File: config.mk
export PLATFORM = sky130hd
export DESIGN_NAME = score_mem_ctrl
export DESIGN_NICKNAME = d
export VERILOG_FILES = /design/src/rtl/score_mem_ctrl.sv
export SDC_FILE = /design/constraint.sdc
export NUM_CORES = 1
export LEC_CHECK = 0
export BUFFER_PORTS_ARGS = -buffer_cell sky130_fd_sc_hd__buf_2
export CORE_MARGIN = 3
export CORE_UTILIZATION = 48
export CTS_BUF_LIST = sky130_fd_sc_hd__clkbuf_8
export DETAILED_ROUTE_END_ITERATION = 8
export PLACE_DENSITY_LB_ADDON = 0.3
export SLEW_MARGIN = 30
export SYNTH_ARGS = -nofsm -noshare
export SYNTH_HDL_FRONTEND = slang
export SYNTH_SLANG_ARGS = --single-unit
File: constraint.sdc
create_clock -name iClock -period 3.45 [get_ports iClock]
set_clock_uncertainty 0.2 [all_clocks]
set_input_delay 0.1725 -clock iClock [delete_from_list [all_inputs] [get_ports iClock]]
set_output_delay 0.1725 -clock iClock [all_outputs]
set_load 0.005 [all_outputs]
File: src/rtl/score_mem_ctrl.sv
// score_mem_ctrl: round-robin sequencer for the single-port game score memory.
// Three requesters (0 datapath, 1 FSM, 2 display) share game_mem; each
// transaction revisits IDLE. Optional top-score tracking with autonomous
// write-back is enabled by defining SCORE_TOP_TRACK_EN.
module score_mem_ctrl #(
  parameter int AW         = 5,
  parameter int DW         = 8,
  parameter int SCORE_ADDR = 0,
  parameter int TOP_ADDR   = 1
) (
  input  logic          iClock,
  input  logic          iResetn,
  input  logic [2:0]    iReq,
  input  logic [2:0]    iWe,
  input  logic [3*AW-1:0] iAddr,
  input  logic [3*DW-1:0] iWdata,
  output logic [2:0]    oAck,
  output logic [DW-1:0] oRdata,
  output logic [AW-1:0] oMemAddr,
  output logic [DW-1:0] oMemData,
  output logic          oMemWren,
  input  logic [DW-1:0] iMemQ,
  output logic [DW-1:0] oTopScore,
  output logic          oBusy
);

`ifdef SCORE_TOP_TRACK_EN
  typedef enum logic [2:0] {IDLE, ACCESS, WAIT, DONE, TOPWR} state_t;
`else
  typedef enum logic [2:0] {IDLE, ACCESS, WAIT, DONE} state_t;
`endif

  state_t     state, nxt;
  logic [1:0] last;     // most recently served requester
  logic [1:0] gnt;      // requester owning the current transaction
  logic [1:0] pick;     // round-robin winner among current requests
  logic       found;
  logic       we_q;
`ifdef SCORE_TOP_TRACK_EN
  logic       pend;     // top score changed, write-back owed
  logic [DW-1:0] top_q;
  assign oTopScore = top_q;
`else
  assign oTopScore = '0;
`endif

  // Round-robin search: last+1, last+2, then last itself.
  always_comb begin
    found = 1'b0;
    pick  = last;
    for (int i = 1; i <= 3; i++) begin
      logic [1:0] cand;
      cand = 2'((int'(last) + i) % 3);
      if (!found && iReq[cand]) begin
        found = 1'b1;
        pick  = cand;
      end
    end
  end

  // Next-state logic; a pending top-score write-back beats external requests.
  always_comb begin
    nxt = state;
    case (state)
      IDLE: begin
`ifdef SCORE_TOP_TRACK_EN
        if (pend) nxt = TOPWR;
        else
`endif
        if (found) nxt = ACCESS;
      end
      ACCESS:  nxt = we_q ? DONE : WAIT;
      WAIT:    nxt = DONE;
      DONE:    nxt = IDLE;
`ifdef SCORE_TOP_TRACK_EN
      TOPWR:   nxt = IDLE;
`endif
      default: nxt = IDLE;
    endcase
  end

  // State, latched payload and registered memory/handshake outputs.
  // Memory address/data registers double as the latched request payload.
  always_ff @(posedge iClock or negedge iResetn) begin
    if (!iResetn) begin
      state    <= IDLE;
      last     <= 2'd2;
      gnt      <= 2'd0;
      we_q     <= 1'b0;
      oAck     <= '0;
      oRdata   <= '0;
      oMemAddr <= '0;
      oMemData <= '0;
      oMemWren <= 1'b0;
      oBusy    <= 1'b0;
`ifdef SCORE_TOP_TRACK_EN
      pend     <= 1'b0;
      top_q    <= '0;
`endif
    end else begin
      state <= nxt;
      oBusy <= (nxt != IDLE);
      oAck  <= '0;
      case (state)
        IDLE: begin
          if (nxt == ACCESS) begin
            gnt      <= pick;
            we_q     <= iWe[pick];
            oMemAddr <= iAddr[pick*AW +: AW];
            oMemData <= iWdata[pick*DW +: DW];
            oMemWren <= iWe[pick];
          end
`ifdef SCORE_TOP_TRACK_EN
          if (nxt == TOPWR) begin
            oMemAddr <= AW'(TOP_ADDR);
            oMemData <= top_q;
            oMemWren <= 1'b1;
          end
`endif
        end
        ACCESS: begin
          oMemWren <= 1'b0;
          if (we_q) oAck[gnt] <= 1'b1;
        end
        WAIT: begin
          oRdata    <= iMemQ;
          oAck[gnt] <= 1'b1;
        end
        DONE: begin
          last <= gnt;
`ifdef SCORE_TOP_TRACK_EN
          if (we_q && oMemAddr == AW'(SCORE_ADDR) && oMemData > top_q) begin
            top_q <= oMemData;
            pend  <= 1'b1;
          end
`endif
        end
`ifdef SCORE_TOP_TRACK_EN
        TOPWR: begin
          oMemWren <= 1'b0;
          pend     <= 1'b0;
        end
`endif
        default: ;
      endcase
    end
  end

endmodule
==> qor.yml <==
status: "finished, final reports clean"
dr.pass1.iters: 4
cap_violations: 0
worstMarginPinSlew_ns: 0.725
ys.warnings.count: 0
clk_path_buf_depth: 2
ff2ff_setup_slack_ns: 0.12
end_kind: "flop"
synth_compound_area_share_pct: 14.6
nets: 362
hold_viol_final: 0
relSlewSlack_pct: 51.7
intPower_w: 0.00147
synth_top_family_by_area: "multiplexers"
synth-xor-area-share_pct: 0
initial_utilization_pct: 51.5
synth_area_leader_cell: "dfrtp_1"
clkLatencyLatePin_ns: 0.28
dieArea_sq_um: 4880
routed_wl_mm: 5.31
clkTransAtPathRegs_ns: 0.07
p_leak_nw: 1.42
busiest_layer: "met2"
route.detailed.drc: 0
hpwlAfterDp_mm: 3.31
grt_start_max_net_pins: 35
drtAntennaViolNets: 0
fmax_ghz: 0.300
syn2layout_area_growth_pct: 45.9
powerDensity_nw_per_um2: 868
rows: 22
fill_cells: 270
p_sw_share_pct: 40.6
grt_pass1_wl_mm: 8.58
placement.setup.worst_slack_ns: 0.402
io_pins: 89
synth.mux.area_fraction_pct: 16.8
yosys.area.top_type_share_pct: 42.2
rsz0062_at_grt: "false"
vias_per_cell: 5.26
met2_usage_pct: 37.1
h-tree-depth: 2
setup_violations: 0
io_buffers: 80
grt_antenna_before_repair: 0
drv_slew: 0
routabilityCongestion: 0.906
final.setup.worst_slack_ns: 0.122
wire_per_inst_um: 15.1
cts_buffers: 5
syn-cell-area_sq_um: 1960
final.setup.tns_ns: 0
ir_drop_v: 0.000561
antenna_cells: 0
yosysSeqAreaShare_pct: 43.5
grt_util_met1_pct: 26.6
synthAdderAreaFrac_pct: 2.56
drtIter0Drc: 69
critPathKind: "flop to flop"
cts_setup_buffers: 0
die_y_um: 69.9
synth-seq-cells: 34
synth_cells: 183
layout_commonest_cell: "buf_2"
critical_path_required_ns: 3.39
fp.coreArea_sq_um: 3800
fin_crit_sh_pct: 96.5
grt_usage_pct: 22.3
pwr-share-comb_pct: 59.4
pwr-share-seq_pct: 28.4
cts_sinks: 34
synth_area_leaders: "dfrtp_1 42%, mux2i_1 9.7%, mux2_2 6.3%, o211ai_2 5.8%, nand3_1 3.3%"
drive_above_1_share_pct: 39.8
routed-via-count: 1853
p_sw_w: 0.00101
root_buffer: "clkbuf_8"
synth-simple-area-share_pct: 15.7
fin_crit_ns: 3.33
cts_tree: "built"
power_frac_clock_pct: 12.2
first_global_vias: 1835
worstPathMaxFanout: 14
hold_class: "input port to flop"
dieWidth_um: 69.9
grtUsageMet3_pct: 6.04
cp_data_arrival_time_ns: 3.27
grt-ovfl-total: 0
crit_path_start_kind: "flop"
synth.avg_cell_area_sq_um: 10.7
synthDistinctLibCells: 43
most-common-layout-cells: "80 x buf_2, 38 x dlygate4sd3_1, 33 x dfrtp_1"
stage by stage:
| step | hold slack (ns) | power [W] | area [sq um] | instances | utilization, % |
|---|---|---|---|---|---|
| floorplan | -0.323 | 0.00166 | 1990 | 191 | - |
| global placement | 0.0706 | 0.00200 | 2370 | 306 | 62.5 |
| detailed placement | 0.0694 | 0.00203 | 2370 | 306 | 62.5 |
| CTS | 0.000217 | 0.00243 | 2840 | 351 | 74.7 |
| global route | 0.0227 | 0.00266 | 2860 | 352 | 75.2 |
| finish | 0.0154 | 0.00248 | 2860 | 352 | 75.2 |
kinds of logic (layout without fill, tap and decap cells):
family | after synthesis | in the layout
other cells | 1 | 9
simple gates | 58 | 58
flops | 34 | 34
compound gates | 32 | 32
fa+ha+maj | 4 | 4
buf+inv | 23 | 136
mux | 31 | 31
worst paths after layout:
path | start | end | depth (start not counted)
setup / recovery | last[1]$_DFFE_PN1N_ | oMemData[1]$_DFFE_PN0P_ | 9
hold / removal | iAddr[2] | oMemAddr[2]$_DFFE_PN0P_ | 3
setup reg to reg | last[1]$_DFFE_PN1N_ | oMemData[1]$_DFFE_PN0P_ | 9
hold reg to reg | oMemData[7]$_DFFE_PN0P_ | oMemData[7]$_DFFE_PN0P_ | 2
max in group asynchronous | iResetn | oRdata[3]$_DFFE_PN0N_ | 2
min in group asynchronous | iResetn | gnt[1]$_DFFE_PN0P_ | 2
area by class of cell:
| cell class | instances | area, sq um | share of cell area, % |
|---|---|---|---|
| clock buffer | 6 | 82.6 | 2.89 |
| clock inverter | 2 | 12.5 | 0.438 |
| inverter | 6 | 22.5 | 0.788 |
| multi-input combinational | 134 | 1020 | 35.6 |
| sequential | 34 | 852 | 29.8 |
| tap | 48 | 60.1 | 2.10 |
| timing repair buffer | 122 | 811 | 28.4 |
synthesized netlist by cell type:
cell and instances:
mux2_2 11, a31oi_1 1, nand2b_1 7, buf_2 4, dfstp_2 1, mux2_4 1
dfrtp_1 33, o211ai_1 5, nand3b_1 3, or4_1 1, nor3b_1 2, o32a_1 1
o22ai_1 1, nor2_1 3, mux2i_1 19, nor4_1 1, clkbuf_1 4, a21oi_1 1
or2_2 2, or2_1 1, a211oi_1 1, o311ai_1 1, o221a_2 1, o211ai_2 9
inv_1 6, and3_1 2, o21ai_0 3, a21o_1 1, nor4_2 1, o211a_1 1
buf_4 8, nor3_1 2, nor2b_1 2, o21ai_2 1, o221ai_1 2, conb_1 1
o21a_1 2, o21bai_1 1, nand3_1 13, or3_1 1, nand2_1 17, ha_1 4
buf_6 1
critical path, stage by stage, from the launching register on:
cell	delay, ns
dfstp_2	0.56
ha_2	0.23
mux2_2	0.38
mux2_4	0.30
o311ai_2	0.34
nand2_1	0.09
buf_4	0.22
mux2i_1	0.17
dlygate4sd3_1	0.59
o211ai_2	0.09
state kept, by name (all words and copies together), names as in the netlist:
register	flops
oAck	3
oBusy	1
state	3
oMemData	8
oMemWren	1
gnt	2
oMemAddr	5
oRdata	8
last	2
we_q	1
metal layers:
metal  up-vias  share of wire, %
li1        884                 -
met2        83                49
met4         0               3.3
met3        14               6.8
met5         -                 0
met1       872                41
power by group through the flow:
stage	Combinational (W)	Sequential, W	Clock [W]
3_5_place_dp	0.00133	0.000705	0
5_1_grt	0.00160	0.000733	0.000330
3_3_place_gp	0.00130	0.000704	0
6_report	0.00147	0.000705	0.000303
2_1_floorplan	0.000960	0.000703	0
4_1_cts	0.00142	0.000703	0.000310
repair_timing:
action                     in CTS  in global routing
hold buffers                   37                  1
hold endpoints to repair       54                  1
gates resized for setup         0                  2
setup endpoints to repair       0                  6
No activity file was read; power rests on OpenSTA's default activity.
